### config.mk
export PLATFORM = sky130hd
export DESIGN_NAME = ram_request_arbiter
export DESIGN_NICKNAME = d
export VERILOG_FILES = /design/src/rtl/ram_arb_pkg.sv /design/src/rtl/ram_arb_slot.sv /design/src/rtl/ram_request_arbiter.sv
export SDC_FILE = /design/constraint.sdc
export NUM_CORES = 2
export LEC_CHECK = 0
export BUFFER_PORTS_ARGS = -buffer_cell sky130_fd_sc_hd__buf_2
export CORE_AREA = 2 2 549 551
export CTS_CLUSTER_DIAMETER = 100
export DETAILED_ROUTE_END_ITERATION = 10
export DIE_AREA = 0 0 551 553
export HOLD_SLACK_MARGIN = 0.02
export PLACE_DENSITY = 0.43
export SYNTH_ARGS = -nofsm -noshare
export SYNTH_HDL_FRONTEND = slang
export SYNTH_SLANG_ARGS = --single-unit
### constraint.sdc
create_clock -name clk -period 38.7 [get_ports clk]
set_clock_uncertainty 0.15 [all_clocks]
set_input_delay 7.74 -clock clk [delete_from_list [all_inputs] [get_ports clk]]
set_output_delay 7.74 -clock clk [all_outputs]
set_load 0.01 [all_outputs]
### src/rtl/ram_arb_pkg.sv
// Shared types and default widths for the HDR memory request arbiter.
package ram_arb_pkg;

  localparam int DEF_ADDR_W = 25;
  localparam int DEF_DATA_W = 256;

  typedef enum logic [1:0] {SRC_CAM, SRC_HDR_RD, SRC_HDR_WR} src_t;

  typedef enum logic {IDLE, CMD} state_t;

endpackage

### src/rtl/ram_arb_slot.sv
// One-entry request holding register; a load in the same cycle as a clear keeps the new request.
module ram_arb_slot #(
  parameter int ADDR_W = 25,
  parameter int DATA_W = 256
) (
  input  logic              clk,
  input  logic              rst,
  input  logic              load,
  input  logic              clear,
  input  logic [ADDR_W-1:0] load_addr,
  input  logic [DATA_W-1:0] load_data,
  output logic              occupied,
  output logic [ADDR_W-1:0] addr,
  output logic [DATA_W-1:0] data
);

  always_ff @(posedge clk or posedge rst) begin
    if (rst) begin
      occupied <= 1'b0;
      addr     <= '0;
      data     <= '0;
    end else if (load) begin
      occupied <= 1'b1;
      addr     <= load_addr;
      data     <= load_data;
    end else if (clear) begin
      occupied <= 1'b0;
    end
  end

endmodule

### src/rtl/ram_request_arbiter.sv
// Serializes camera/HDR requests onto one memory command port and returns reads in order.
// Optional RAM_ARB_PERF_EN adds command and stall counters.
//
// state | meaning
// IDLE  | pick the highest-priority eligible slot and load the command registers
// CMD   | hold mem_cmd_valid with stable fields until mem_cmd_ready
module ram_request_arbiter
  import ram_arb_pkg::*;
#(
  parameter int ADDR_W   = DEF_ADDR_W,
  parameter int DATA_W   = DEF_DATA_W,
  parameter int RD_DEPTH = 4
) (
  input  logic              clk,
  input  logic              rst,
  input  logic              cam_wr_req,
  input  logic [ADDR_W-1:0] cam_wr_address,
  input  logic [DATA_W-1:0] cam_wr_data,
  input  logic              hdr_rd_req,
  input  logic [ADDR_W-1:0] hdr_rd_address,
  input  logic              hdr_wr_req,
  input  logic [ADDR_W-1:0] hdr_wr_address,
  input  logic [DATA_W-1:0] hdr_wr_data,
  output logic              ram_busy,
  output logic              rd_valid,
  output logic [DATA_W-1:0] rd_data,
  output logic              cam_overflow,
  output logic              mem_cmd_valid,
  input  logic              mem_cmd_ready,
  output logic              mem_cmd_we,
  output logic [ADDR_W-1:0] mem_cmd_addr,
  output logic [DATA_W-1:0] mem_wdata,
  input  logic              mem_rdata_valid,
  input  logic [DATA_W-1:0] mem_rdata
`ifdef RAM_ARB_PERF_EN
  ,
  output logic [31:0]       perf_cmd_count,
  output logic [31:0]       perf_stall_cycles
`endif
);

  localparam int OW = $clog2(RD_DEPTH + 1);
  localparam logic [OW-1:0] RD_MAX = OW'(RD_DEPTH);
  localparam logic [OW-1:0] ONE    = OW'(1);

  state_t            state;
  src_t              src;
  logic [OW-1:0]     outstanding, out_nxt;
  logic              cam_occ, rd_occ, wr_occ;
  logic [ADDR_W-1:0] cam_addr, rd_addr, wr_addr;
  logic [DATA_W-1:0] cam_data, rd_slot_data, wr_data;
  logic              cmd_hs, rd_hs, beat;
  logic              cam_clr, rd_clr, wr_clr, cam_load;
  logic              any_occ_nxt;

  assign cmd_hs   = (state == CMD) && mem_cmd_ready;
  assign rd_hs    = cmd_hs && !mem_cmd_we;
  assign cam_clr  = cmd_hs && (src == SRC_CAM);
  assign rd_clr   = cmd_hs && (src == SRC_HDR_RD);
  assign wr_clr   = cmd_hs && (src == SRC_HDR_WR);
  // Camera may refill its slot in the very cycle the slot is handed to memory.
  assign cam_load = cam_wr_req && (!cam_occ || cam_clr);
  // Beats with nothing outstanding are stale (e.g. issued before a reset) and dropped.
  assign beat     = mem_rdata_valid && (outstanding != '0);

  assign any_occ_nxt = cam_load   || (cam_occ && !cam_clr) ||
                       hdr_rd_req || (rd_occ  && !rd_clr)  ||
                       hdr_wr_req || (wr_occ  && !wr_clr);

  ram_arb_slot #(.ADDR_W(ADDR_W), .DATA_W(DATA_W)) u_cam_slot (
    .clk(clk), .rst(rst), .load(cam_load), .clear(cam_clr),
    .load_addr(cam_wr_address), .load_data(cam_wr_data),
    .occupied(cam_occ), .addr(cam_addr), .data(cam_data)
  );

  ram_arb_slot #(.ADDR_W(ADDR_W), .DATA_W(DATA_W)) u_hdr_rd_slot (
    .clk(clk), .rst(rst), .load(hdr_rd_req), .clear(rd_clr),
    .load_addr(hdr_rd_address), .load_data('0),
    .occupied(rd_occ), .addr(rd_addr), .data(rd_slot_data)
  );

  ram_arb_slot #(.ADDR_W(ADDR_W), .DATA_W(DATA_W)) u_hdr_wr_slot (
    .clk(clk), .rst(rst), .load(hdr_wr_req), .clear(wr_clr),
    .load_addr(hdr_wr_address), .load_data(hdr_wr_data),
    .occupied(wr_occ), .addr(wr_addr), .data(wr_data)
  );

  always_comb begin
    out_nxt = outstanding;
    case ({rd_hs, beat})
      2'b10:   out_nxt = outstanding + ONE;
      2'b01:   out_nxt = outstanding - ONE;
      default: out_nxt = outstanding;
    endcase
  end

  always_ff @(posedge clk or posedge rst) begin
    if (rst) begin
      state         <= IDLE;
      src           <= SRC_CAM;
      mem_cmd_valid <= 1'b0;
      mem_cmd_we    <= 1'b0;
      mem_cmd_addr  <= '0;
      mem_wdata     <= '0;
    end else begin
      case (state)
        IDLE: begin
          if (cam_occ) begin
            src           <= SRC_CAM;
            mem_cmd_we    <= 1'b1;
            mem_cmd_addr  <= cam_addr;
            mem_wdata     <= cam_data;
            mem_cmd_valid <= 1'b1;
            state         <= CMD;
          end else if (rd_occ && (outstanding < RD_MAX)) begin
            src           <= SRC_HDR_RD;
            mem_cmd_we    <= 1'b0;
            mem_cmd_addr  <= rd_addr;
            mem_wdata     <= rd_slot_data;
            mem_cmd_valid <= 1'b1;
            state         <= CMD;
          end else if (wr_occ) begin
            src           <= SRC_HDR_WR;
            mem_cmd_we    <= 1'b1;
            mem_cmd_addr  <= wr_addr;
            mem_wdata     <= wr_data;
            mem_cmd_valid <= 1'b1;
            state         <= CMD;
          end
        end
        CMD: begin
          if (mem_cmd_ready) begin
            mem_cmd_valid <= 1'b0;
            state         <= IDLE;
          end
        end
        default: state <= IDLE;
      endcase
    end
  end

  always_ff @(posedge clk or posedge rst) begin
    if (rst) begin
      outstanding  <= '0;
      ram_busy     <= 1'b0;
      rd_valid     <= 1'b0;
      rd_data      <= '0;
      cam_overflow <= 1'b0;
    end else begin
      outstanding <= out_nxt;
      ram_busy    <= any_occ_nxt || (out_nxt == RD_MAX);
      rd_valid    <= beat;
      if (beat) rd_data <= mem_rdata;
      if (cam_wr_req && cam_occ && !cam_clr) cam_overflow <= 1'b1;
    end
  end

`ifdef RAM_ARB_PERF_EN
  always_ff @(posedge clk or posedge rst) begin
    if (rst) begin
      perf_cmd_count    <= '0;
      perf_stall_cycles <= '0;
    end else begin
      if (cmd_hs) perf_cmd_count <= perf_cmd_count + 32'd1;
      if (mem_cmd_valid && !mem_cmd_ready) perf_stall_cycles <= perf_stall_cycles + 32'd1;
    end
  end
`endif

endmodule

Word level (Yosys, flattened, before mapping). Index checks and enable logic that the tools add are counted.

Word-level logic and storage cells: 91. Register bits after elaboration: 1138. Input port bits: 850. Output and inout bits: 542.

Mux-type cells: 28. Bitwise gates (word level): 1. $add $sub $neg: 2. Equal/unequal tests: 7. Magnitude comparators: 1. Reductions and logical operators: 33.

Operators with widths (count): $mux W256 (3); $mux W25 (3); $mux W1 (16); $logic_and A1 B1 Y1 (13); $logic_or A1 B1 Y1 (7); $mux W2 (3); $pmux W3 S2 (1); $reduce_bool A2 Y1 (3); $reduce_bool A3 Y1 (2); $logic_not A1 Y1 (5); $eq A2 B1 Y1 const B (2); $eq A2 B2 Y1 const B (2); $ne A4 B2 Y1 const B (1); $pmux W1 S2 (2); $reduce_and A2 Y1 (2); $add A3 B1 Y3 const B (1); $eq A3 B3 Y1 const B (1); $lt A3 B3 Y1 const B (1); $sub A3 B1 Y3 const B (1); $logic_not A2 Y1 (1); $ne A2 B2 Y1 const B (1); $not A1 Y1 (1).

Longest topological paths before layout.
Depth in word-level cells: 10. Gate-level depth with buffers: 11. Mapped depth without buffers: 9.

Cells and area by module. A second synthesis with hierarchy kept.

Cell total of the unflattened synthesis: 3924. Area, all modules: 58128.2 sq um.

By module, submodules not included: ram_arb_slot (sequential area each 7056.8 sq um, area an instance 10652.7 sq um, cells each 597, times used 3); ram_request_arbiter (sequential area each 13713.2 sq um, area an instance 26170.1 sq um, cells each 2133, times used 1).

Worst setup path after synthesis. OpenSTA, ideal clock, no wires.

Path kind: input port to flip-flop. From: in mem_rdata_valid. To: reg ram_busy. Path buffers: 3. Setup slack: 28.496 ns. Data arrival time: 9.915 ns. Stages on the path: 11. Setup time: 0.139 ns. Data required time: 38.411 ns. Cell sequence: o31a_1 > clkbuf_1 > buf_2 > buf_2 > ha_1 > inv_1 > fa_1 > nor2b_1 > a32oi_1 > a211oi_1 > or4_1.

Word-level cells in the longest chain between the ends: 5. Elaborated cells on any way between the ends: 6. Those cells by class: 3 x eq/ne; 1 x mux; 2 x reduce/logical.

Ends and longest elaborated chain: from (decl) (line ram_request_arbiter.sv:33) `input logic mem_rdata_valid,`; $logic_and A1 B1 Y1 * (line ram_request_arbiter.sv:64) `assign beat = mem_rdata_valid && (outstanding != '0);`; via beat (line ram_request_arbiter.sv:52) `logic cmd_hs, rd_hs, beat;`; $eq A2 B1 Y1 or $eq A2 B2 Y1 (tied branches) (line ram_request_arbiter.sv:90) `case ({rd_hs, beat})`; $pmux W3 S2 * (line ram_request_arbiter.sv:90); $eq A3 B3 Y1 * (line ram_request_arbiter.sv:151) `ram_busy <= any_occ_nxt || (out_nxt == RD_MAX);`; $logic_or A1 B1 Y1 * (line ram_request_arbiter.sv:151); to (signal assigned) (line ram_request_arbiter.sv:151); to (decl) (line ram_request_arbiter.sv:24) `output logic ram_busy,`.

The timed path passes the listed nets; every way through them passes the cells marked *. A chain may end at the register's enable or synchronous reset.

==> results.cfg <==
[outcome]
status = complete, no violations

[synth]
netlist_area_um2 = 44600
yosys-top-cells-area = dfrtp_1 64%, mux2_2 19%, a221oi_1 5.0%, nor2_1 4.4%, mux2_4 3.0%
synthFlopType = dfrtp_1
synth_warnings = 0
synth_top_area_cell = dfrtp_1
ys_seq_elements = 1138
avgSynthCellArea_um2 = 14.3
synth-edff-count = 0
ys_types = 34
yosysSeqAreaShare_pct = 63.9
synth-simple-area-share_pct = 4.78
synth-async-reset-ratio_pct = 100
synthMuxAreaShare_pct = 23.2
synthXorXnorAreaFrac_pct = 0.0589
synth.top_cell.area_share_pct = 63.9
synth_top_family_by_area = multiplexers
synthAdderAreaFrac_pct = 0.0729
syn_nets = 3968
synthTopCellsByCount = 1138 x dfrtp_1, 747 x mux2_2, 518 x nor2_1, 256 x a221oi_1, 111 x buf_2
postSynthCellCount = 3116
synth_compound_area_share_pct = 5.60
synth.most_common_cell = dfrtp_1

[cells_and_area]
drive_gt1_share_pct = 54.5
regArea_um2 = 28500
fillers = 32512
fin_util_pct = 20.3
multi_input_area_um2 = 15100
final_nets = 5333
synthToLayoutAreaGrowth_pct = 36.2

[clock_network]
clockRootBuffer = clkbuf_16
cts_max_path_buffers = 4
tritoncts = done
cts.clk_slew.worst_paths_ps = 60
clock_latency_ps = 790
cts_made_buffers = 142
post_cts_buffers = 0
htreeDepth = 4
cts_num_sinks = 1138
ctsResizeCount = 0
ctsHoldBuffers = 0

[sta]
post-route-period-util_pct = 31.7
fmax_ghz = 0.0815
drv_slew = 0
finalHoldViolations = 0
fin_crit_ps = 12270
setup_viol = 0
relSlewSlack_pct = 28.9
setup_tns_ps = 0
worstMarginPinSlew_ps = 1070
rsz0062_at_grt = no

[routing]
route.met2.wl_mm = 105
route.met3.wl_mm = 24.1
top_layer = met5
wirelength_mm = 219
drc = 0
wl_per_cell_um = 25.4
dr.pass1.iters = 7
drtAntennaViolNets = 0
met1_length_mm = 80.7
routed_via_density = 3.78
drtIter0Drc = 2085
vias = 32478

[worst_setup_path]
end_kind = async pin
critPathLaunchType = primary input
worst-setup-path-type = primary input to async pin
worst_ep_required_time_ps = 39220
crit_path_cell_trace = buf_2 -> clkinvlp_4 -> buf_4 -> buf_4 -> buf_4 -> buf_4 -> buf_4 -> buf_12
arrival_ps = 12790
crit_slowest_cell = buf_4
slowest_delay_ps = 760
cp_max_fo = 156
crit_path_frequent_cell = buf_4

[run]
drv_cap = 0

[floorplan]
dieArea_um2 = 305000
core_area_um2 = 299000
floorplan.initialDensity_pct = 14.9
ios = 1392
num_rows = 201
fp.dieW_um = 551
dieHeight_um = 553

[grt]
antenna_found_initial = 143
grt_pass1_vias = 34120
globalRouteOverflowTotal = 0
grtUsageTotal_pct = 13.8
grt_pass1_wl_mm = 294
grt_max_degree = 157

[power_and_ir_drop]
p_sw_mw = 1.77
p_leak_nw = 27.0
peakVddDrop_mv = 0.0381
combPwrFrac_pct = 33.8
p_seq_share_pct = 38.5
clkPwrFrac_pct = 27.7
power_per_cell_area_nw_per_um2 = 79.7
switching_share_pct = 36.6
internal-power_mw = 3.07

[placed_design]
place_hpwl_mm = 170
place_congestion = 0.890
numPortBuffers = 1391

[min_path]
min_path_type = register to register
## flip-flops by register name, indices dropped and copies added, names as in the netlist, 2 cells and up
| register | count |
|---|---|
| src | 2 |
| mem_cmd_addr | 25 |
| u_hdr_wr_slot.data | 256 |
| rd_data | 256 |
| u_hdr_wr_slot.addr | 25 |
| u_cam_slot.addr | 25 |
| outstanding | 3 |
| u_hdr_rd_slot.addr | 25 |
| mem_wdata | 256 |
| u_cam_slot.data | 256 |
## logic make-up (layout without fill, tap and decap cells)
group,after synthesis,count (layout)
AO/OA/AOI/OAI,298,298
XOR/XNOR,3,3
adder cells (fa/ha/maj),2,2
buffers and inverters,225,1688
flip-flops,1138,1138
multiplexers,893,893
other,0,56
AND/OR/NAND/NOR,557,557
## placed cells by master, fill, tap and decap left out, types with 2 or more instances in the layout
cell type      n
mux2_4        90
a21oi_1        3
nor2b_1        2
buf_12         6
nand2_1       27
nand4b_1       2
clkbuf_16    145
nor2_1       518
clkinvlp_4     4
xor2_1         2
bufinv_16      8
diode_2       56
nand2_4        2
mux2i_1       25
clkbuf_1      34
buf_2       1390
inv_8          2
mux2_2       747
clkinv_4       2
inv_1          4
clkinv_8       5
inv_6          3
nand2b_1       2
a221oi_1     256
o21ai_0       27
clkinv_2      10
clkbuf_8      29
mux2_1        31
buf_4         44
a21o_1         3
dfrtp_1     1137
## area by class of cell
| class | instances | share of cell area, % |
|---|---|---|
| sequential | 1138 | 46.9 |
| multi-input combinational | 1753 | 24.8 |
| timing repair buffer | 1441 | 12.2 |
| tap | 3958 | 8.15 |
| clock buffer | 208 | 6.84 |
| clock inverter | 34 | 0.807 |
| antenna | 56 | 0.231 |
| inverter | 5 | 0.0371 |
## through the flow
step	instance area (um2)	hold slack [ps]	cells	setup WS, ps	power [mW]
after floorplan	44600	325	3116	15100	2.73
after global placement	56000	310	8295	25480	3.54
after detailed placement	56000	315	8295	25340	3.56
after CTS	60600	327	8537	26250	4.94
after global routing	60700	351	8556	25730	5.13
final	60800	321	8593	26430	4.84
## worst paths after layout
kind / startpoint / to / slack, ps / depth (start not counted)
setup / recovery: rst / u_cam_slot.occupied / 26430 / 8
hold / removal: mem_cmd_addr[18] / mem_cmd_addr[18] / 320 / 2
setup reg to reg: u_cam_slot.occupied / u_cam_slot.data[128] / 33240 / 7
hold reg to reg: mem_cmd_addr[18] / mem_cmd_addr[18] / 320 / 2
max in group clk: mem_cmd_ready / u_cam_slot.data[128] / 27010 / 9
min in group asynchronous: rst / u_hdr_wr_slot.data[118] / 6950 / 2
## routing by layer
metal  vias to the layer above  GRT usage [%]
met3                       418           6.61
met5                         -              0
met2                      1376           23.3
met4                       134           4.75
li1                      13942              -
met1                     16608           15.0
## critical path, delay by kind of cell
| family | cells | cell delay, ps |
|---|---|---|
| buffers and inverters | 8 | 4710 |
## power by group through the flow
stage          clock network [mW]  registers, mW  logic [mW]
5_1_grt                      1.44           1.91        1.78
4_1_cts                      1.39           1.86        1.69
3_5_place_dp                    0           1.88        1.68
3_3_place_gp                    0           1.87        1.67
6_report                     1.34           1.86        1.64
2_1_floorplan                   0           1.92       0.810
Note: power is estimated with default switching activity, not from simulation.
